## config.mk

```make
export PLATFORM = sky130hd
export DESIGN_NAME = ag_tcu_bhf_fmul_seq
export DESIGN_NICKNAME = d
export VERILOG_FILES = /design/src/rtl/ag_tcu_bhf_fmul_seq.sv
export SDC_FILE = /design/constraint.sdc
export NUM_CORES = 1
export LEC_CHECK = 0
export CAP_MARGIN = 10
export CORE_MARGIN = 3
export CORE_UTILIZATION = 45
export DETAILED_ROUTE_END_ITERATION = 7
export PLACE_DENSITY = 0.75
export SYNTH_ARGS = -nofsm -noshare
export SYNTH_HDL_FRONTEND = slang
export SYNTH_SLANG_ARGS = --single-unit
```

## constraint.sdc

```tcl
create_clock -name clk -period 2.7 [get_ports clk]
set_clock_uncertainty 0.05 [all_clocks]
set_input_delay 0.54 -clock clk [delete_from_list [all_inputs] [get_ports clk]]
set_output_delay 0.54 -clock clk [all_outputs]
set_load 0.02 [all_outputs]
```

## src/rtl/ag_tcu_bhf_fmul_seq.sv

```systemverilog
// ag_tcu_bhf_fmul_seq
// Initiator/collector around an external fixed-latency, enable-stalled
// bf16/fp16 multiplier. Operands go straight through to the multiplier. A
// valid/tag chain runs in lockstep with the multiplier's internal registers
// and marks which tail results are real ops. Results are caught in an output
// FIFO. The whole multiplier pipe is frozen only when a real result reaches
// the tail and the FIFO cannot take it.
//
// Ports:
//   clk, reset                    clock, synchronous active-high reset
//   valid_in/ready_in             upstream op handshake (ready_in == mul_enable)
//   a_in, b_in, frm_in, tag_in    op operands, rounding mode, user tag
//   valid_out/ready_out           downstream result handshake
//   y_out, fflags_out, tag_out    result, {NV,DZ,OF,UF,NX}, tag
//   mul_enable                    multiplier pipe advance
//   mul_a, mul_b, mul_frm         to multiplier (combinational pass-through)
//   mul_y, mul_fflags             from multiplier tail
//
// Optional build macro AG_TCU_FMUL_FFLAGS_ACC_EN adds fflags_clr/fflags_acc:
// a sticky OR of the flags of every popped result.

module ag_tcu_bhf_fmul_seq #(
    parameter int EXPW        = 8,
    parameter int SIGW        = 8,
    parameter int MUL_LATENCY = 1,
    parameter int RND_LATENCY = 1,
    parameter int TAGW        = 4,
    parameter int OBUF_DEPTH  = 4,
    localparam int FECW       = EXPW + SIGW
) (
    input  logic            clk,
    input  logic            reset,
    input  logic            valid_in,
    output logic            ready_in,
    input  logic [FECW-1:0] a_in,
    input  logic [FECW-1:0] b_in,
    input  logic [2:0]      frm_in,
    input  logic [TAGW-1:0] tag_in,
    output logic            valid_out,
    input  logic            ready_out,
    output logic [FECW-1:0] y_out,
    output logic [4:0]      fflags_out,
    output logic [TAGW-1:0] tag_out,
`ifdef AG_TCU_FMUL_FFLAGS_ACC_EN
    input  logic            fflags_clr,
    output logic [4:0]      fflags_acc,
`endif
    output logic            mul_enable,
    output logic [FECW-1:0] mul_a,
    output logic [FECW-1:0] mul_b,
    output logic [2:0]      mul_frm,
    input  logic [FECW-1:0] mul_y,
    input  logic [4:0]      mul_fflags
);

    localparam int LAT = MUL_LATENCY + RND_LATENCY;
    localparam int AW  = $clog2(OBUF_DEPTH);
    localparam int EW  = FECW + 5 + TAGW;
    localparam logic [AW:0] FULL_CNT = OBUF_DEPTH[AW:0];

    // In-flight tracking, one bit/tag per multiplier register stage
    logic [LAT-1:0]           vld;
    logic [LAT-1:0][TAGW-1:0] tg;

    // Output FIFO
    logic [EW-1:0] mem [OBUF_DEPTH];
    logic [AW-1:0] wr_ptr, rd_ptr;
    logic [AW:0]   count;

    logic tail_valid, fifo_full, push, pop;

    assign mul_a   = a_in;
    assign mul_b   = b_in;
    assign mul_frm = frm_in;

    assign tail_valid = vld[LAT-1];
    assign fifo_full  = (count == FULL_CNT);
    assign valid_out  = (count != '0);
    assign pop        = valid_out & ready_out;

    // A pop while full frees the slot this same cycle, so it does not stall.
    // Bubbles at the tail never stall either: they are simply dropped.
    assign mul_enable = ~reset & ~(tail_valid & fifo_full & ~pop);
    assign ready_in   = mul_enable;
    assign push       = tail_valid & mul_enable;

    always_ff @(posedge clk) begin
        if (reset) begin
            vld <= '0;
            tg  <= '0;
        end else if (mul_enable) begin
            vld[0] <= valid_in;
            tg[0]  <= tag_in;
            for (int i = 1; i < LAT; i++) begin
                vld[i] <= vld[i-1];
                tg[i]  <= tg[i-1];
            end
        end
    end

    always_ff @(posedge clk) begin
        if (reset) begin
            wr_ptr <= '0;
            rd_ptr <= '0;
            count  <= '0;
        end else begin
            if (push) wr_ptr <= wr_ptr + 1'b1;
            if (pop)  rd_ptr <= rd_ptr + 1'b1;
            case ({push, pop})
                2'b10:   count <= count + 1'b1;
                2'b01:   count <= count - 1'b1;
                default: count <= count;
            endcase
        end
    end

    // Storage needs no reset: entries are only visible once count covers them.
    always_ff @(posedge clk) begin
        if (push) mem[wr_ptr] <= {mul_y, mul_fflags, tg[LAT-1]};
    end

    assign {y_out, fflags_out, tag_out} = mem[rd_ptr];

`ifdef AG_TCU_FMUL_FFLAGS_ACC_EN
    // Clear first, then OR: a pop in the same cycle as a clear is kept.
    always_ff @(posedge clk) begin
        if (reset)
            fflags_acc <= '0;
        else
            fflags_acc <= (fflags_clr ? 5'b0 : fflags_acc) | (pop ? fflags_out : 5'b0);
    end
`endif

endmodule

```

==> insert_results.sql <==
INSERT INTO impl_metrics (metric_group, metric, value, unit) VALUES
('run_status', 'status', 'finished clean', ''),
('sta', 'timing.fmax', '386.6', 'MHz'),
('cells_and_area', 'ratio_of_cells_with_drive_above_1_in_the_final_layout', '23.42', '%'),
('logic_synthesis', 'yosysTopAreaCellShare', '63.03', '%'),
('power', 'power.density', '808.9', 'mW/mm^2'),
('worst_setup_path', 'worstSetupEndpointType', 'primary output', ''),
('die', 'floorplan.initialDensity', '47.43', '%'),
('cells_and_area', 'filler_cell_count', '753', ''),
('sta', 'final.setup.tns', '0', 'ns'),
('logic_synthesis', 'yosys-top-cells-count', 'edfxtp_1 (100), buf_4 (37), mux4_2 (25)', ''),
('detailed_routing', 'drt-wirelength-per-cell', '19.20', 'um'),
('run', 'cap_viol_max_count', '0', ''),
('clocking', 'cts_max_path_buffers', '2', ''),
('sta', 'rsz0062_at_grt', 'false', ''),
('worst_setup_path', 'critical_path.startpoint_type', 'register', ''),
('logic_synthesis', 'synth.cell_area', '0.004765', 'sq mm'),
('cells_and_area', 'area_growth_syn_to_layout', '24.66', '%'),
('worst_setup_path', 'reg2regPathDepth', '9', ''),
('logic_synthesis', 'synth_enable_flop_cells', '100', ''),
('logic_synthesis', 'synth_simple_gate_area_share', '2.994', '%'),
('sta', 'maxSlewViolCount', '0', ''),
('detailed_routing', 'antenna_violating_nets_post_route', '0', ''),
('logic_synthesis', 'synth_top_cell_by_area', 'edfxtp_1', ''),
('logic_synthesis', 'synthMostInstantiatedCell', 'edfxtp_1', ''),
('die', 'core.rowCount', '36', ''),
('worst_hold_path', 'hold_path_startpoint', 'vld[0]$_SDFFE_PP0N_', ''),
('worst_setup_path', 'worstPathRequired', '2.11', 'ns'),
('worst_setup_path', 'timing.rr.start', 'vld[1]$_SDFFE_PP0N_', ''),
('worst_hold_path', 'min-delay-path-class', 'reg2reg', ''),
('clocking', 'cts_made_buffers', '17', ''),
('sta', 'setup-violations-final', '0', ''),
('cells_and_area', 'final_nets', '373', ''),
('detailed_routing', 'wl', '8622', 'um'),
('sta', 'finalHoldViolations', '0', ''),
('logic_synthesis', 'avgSynthCellArea', '18.26', 'sq um'),
('detailed_routing', 'detail_route.first_pass.iterations', '4', ''),
('grt', 'global_route_wire_length_before_repair', '13470', 'um'),
('clocking', 'cts_num_sinks', '119', ''),
('worst_setup_path', 'cp_max_fo', '13', ''),
('detailed_routing', 'vias_per_cell', '5.234', ''),
('worst_setup_path', 'setup.reg_to_reg.worst_slack', '0.47', 'ns'),
('grt', 'first_global_vias', '2491', ''),
('logic_synthesis', 'yosys_most_used_dff', 'edfxtp_1', ''),
('die', 'fp.dieArea', '0.01186', 'sq mm'),
('worst_setup_path', 'crit_arrival', '2.00', 'ns'),
('placement', 'place.gp.congestion', '0.7541', ''),
('logic_synthesis', 'yosys-mux-area-fraction', '11.82', '%'),
('detailed_routing', 'detail_route.drc_violations', '0', ''),
('clocking', 'cts_tree', 'yes', ''),
('logic_synthesis', 'synthTopCellsByArea', 'edfxtp_1 (63%), mux4_2 (12%), dfxtp_1 (8.0%), buf_4 (5.8%), ha_1 (1.3%)', ''),
('logic_synthesis', 'proportion_of_synthesized_chip_area_in_sequential_cells', '71.01', '%'),
('power', 'cellLeakagePower', '2.019', 'nW'),
('grt', 'grt_start_max_net_pins', '26', ''),
('clocking', 'cts.hold.buffers_added', '0', ''),
('placement', 'buffers_added_on_ports', '56', ''),
('logic_synthesis', 'synth-compound-area-share', '3.965', '%'),
('worst_hold_path', 'hold_end', 'vld[1]$_SDFFE_PP0N_', ''),
('worst_hold_path', 'worst_hold_path.num_cells', '1', ''),
('logic_synthesis', 'yosys_register_bits', '119', ''),
('grt', 'grt_util_all_layers', '15.80', '%'),
('die', 'die_h', '108.9', 'um'),
('detailed_routing', 'vias', '2350', ''),
('grt', 'globalRoute.totalOverflow', '0', ''),
('logic_synthesis', 'yosys.area_share.adder', '1.733', '%'),
('placement', 'dp.final_hpwl', '5170', 'um'),
('logic_synthesis', 'ys_async_sr_fraction', '0', '%'),
('power', 'p_total', '0.004805', 'W'),
('power', 'peakVddDrop', '0.4336', 'mV'),
('worst_setup_path', 'critical_path_class', 'reg2out', ''),
('sta', 'relSlewSlack', '69.20', '%'),
('clocking', 'post-cts-setup-buffers', '0', '');
[cells in the final DEF, fill, tap and decap left out, drive strengths merged, types with 2 or more instances in the layout]
cell           count
nor2               8
a21oi              7
inv                7
clkbuf            18
buf               15
dfxtp             19
mux4              25
xor2               3
or3                2
dlygate4sd2       27
clkdlybuf4s50     29
edfxtp           100
clkinvlp           4
clkinv             6
o211a              4
bufinv             5
nand3              6
ha                 5
and3               4
o21ai              6
a31o               4
[worst max path at each step]
stage / from / to / slack (ns) / cells past startpoint
detailed placement: ready_out / count[2]$_SDFFE_PP0P_ / -0.16 / 11
floorplan: ready_out / count[2]$_SDFFE_PP0P_ / 0.32 / 9
finish: register / tag_out[0] / 0.11 / 3
CTS: register / y_out[12] / 0.006 / 3
global route: register / tag_out[0] / 0.01 / 3
global placement: ready_out / ready_in / -0.1 / 5
[stage by stage]
stage / worst slack (ns) / cells / cell area [sq um] / utilization (%) / hold WS (ns)
4_1_cts: 0.006456 / 449 / 5944 / 59.18 / 0.4172
5_1_grt: 0.01009 / 449 / 5939 / 59.13 / 0.4343
3_5_place_dp: -0.1629 / 416 / 5321 / 52.98 / 0.4030
2_1_floorplan: 0.3152 / 261 / 4765 / - / 0.3901
6_report: 0.1130 / 449 / 5939 / 59.13 / 0.4192
3_3_place_gp: -0.09599 / 416 / 5321 / 52.98 / 0.4033
[power breakdown]
| group | total [W] | switching (W) | internal, W |
|---|---|---|---|
| registers | 0.00205 | 0.0000275 | 0.00202 |
| clock network | 0.00235 | 0.000765 | 0.00158 |
| logic | 0.000412 | 0.000195 | 0.000217 |
| total | 0.00480 | 0.000988 | 0.00382 |
[metal layers]
metal / GRT usage, % / vias to the layer above / routed length, um / part of all wire [%]
met3: 7.578 / 22 / 653 / 7.6
met1: 18.16 / 1180 / 3449 / 40
met5: 0 / - / 0 / 0
met2: 25.83 / 81 / 4348 / 50
li1: - / 1067 / - / -
met4: 5.681 / 0 / 171 / 2.0
[final cells by class]
class | count | area, sq um | area share (%)
Inverter | 8 | 30.03 | 0.5056
Tap cell | 133 | 166.4 | 2.802
Clock buffer | 18 | 417.9 | 7.036
Sequential cell | 119 | 3385 | 56.98
Clock inverter | 14 | 206.4 | 3.476
Multi-Input combinational cell | 86 | 1012 | 17.04
Timing Repair Buffer | 71 | 721.9 | 12.16
[logic make-up after synthesis]
| logic type | count (synthesis) |
|---|---|
| DFF | 119 |
| and+or+nand+nor | 24 |
| buffers and inverters | 56 |
| muxes | 25 |
| adders and majority gates | 6 |
| xor gates and xnor gates | 4 |
| AOI/OAI and AO/OA | 27 |
[timing repair]
action	4_1_cts	5_1_grt
setup endpoints to repair	27	12
cloned	1	0
resized for setup	27	1
[state kept, by name (all words and copies together) (netlist names), named ones only]
register  cells
vld           2
count         3
wr_ptr        2
mem         100
tg            8
rd_ptr        2
[worst max-delay path: stages (launching register included)]
cell and delay [ns]:
dfxtp_2 0.41, buf_12 0.19, mux4_2 0.52, dlygate4sd2_1 0.36
Note: power is estimated with default switching activity, not from simulation.
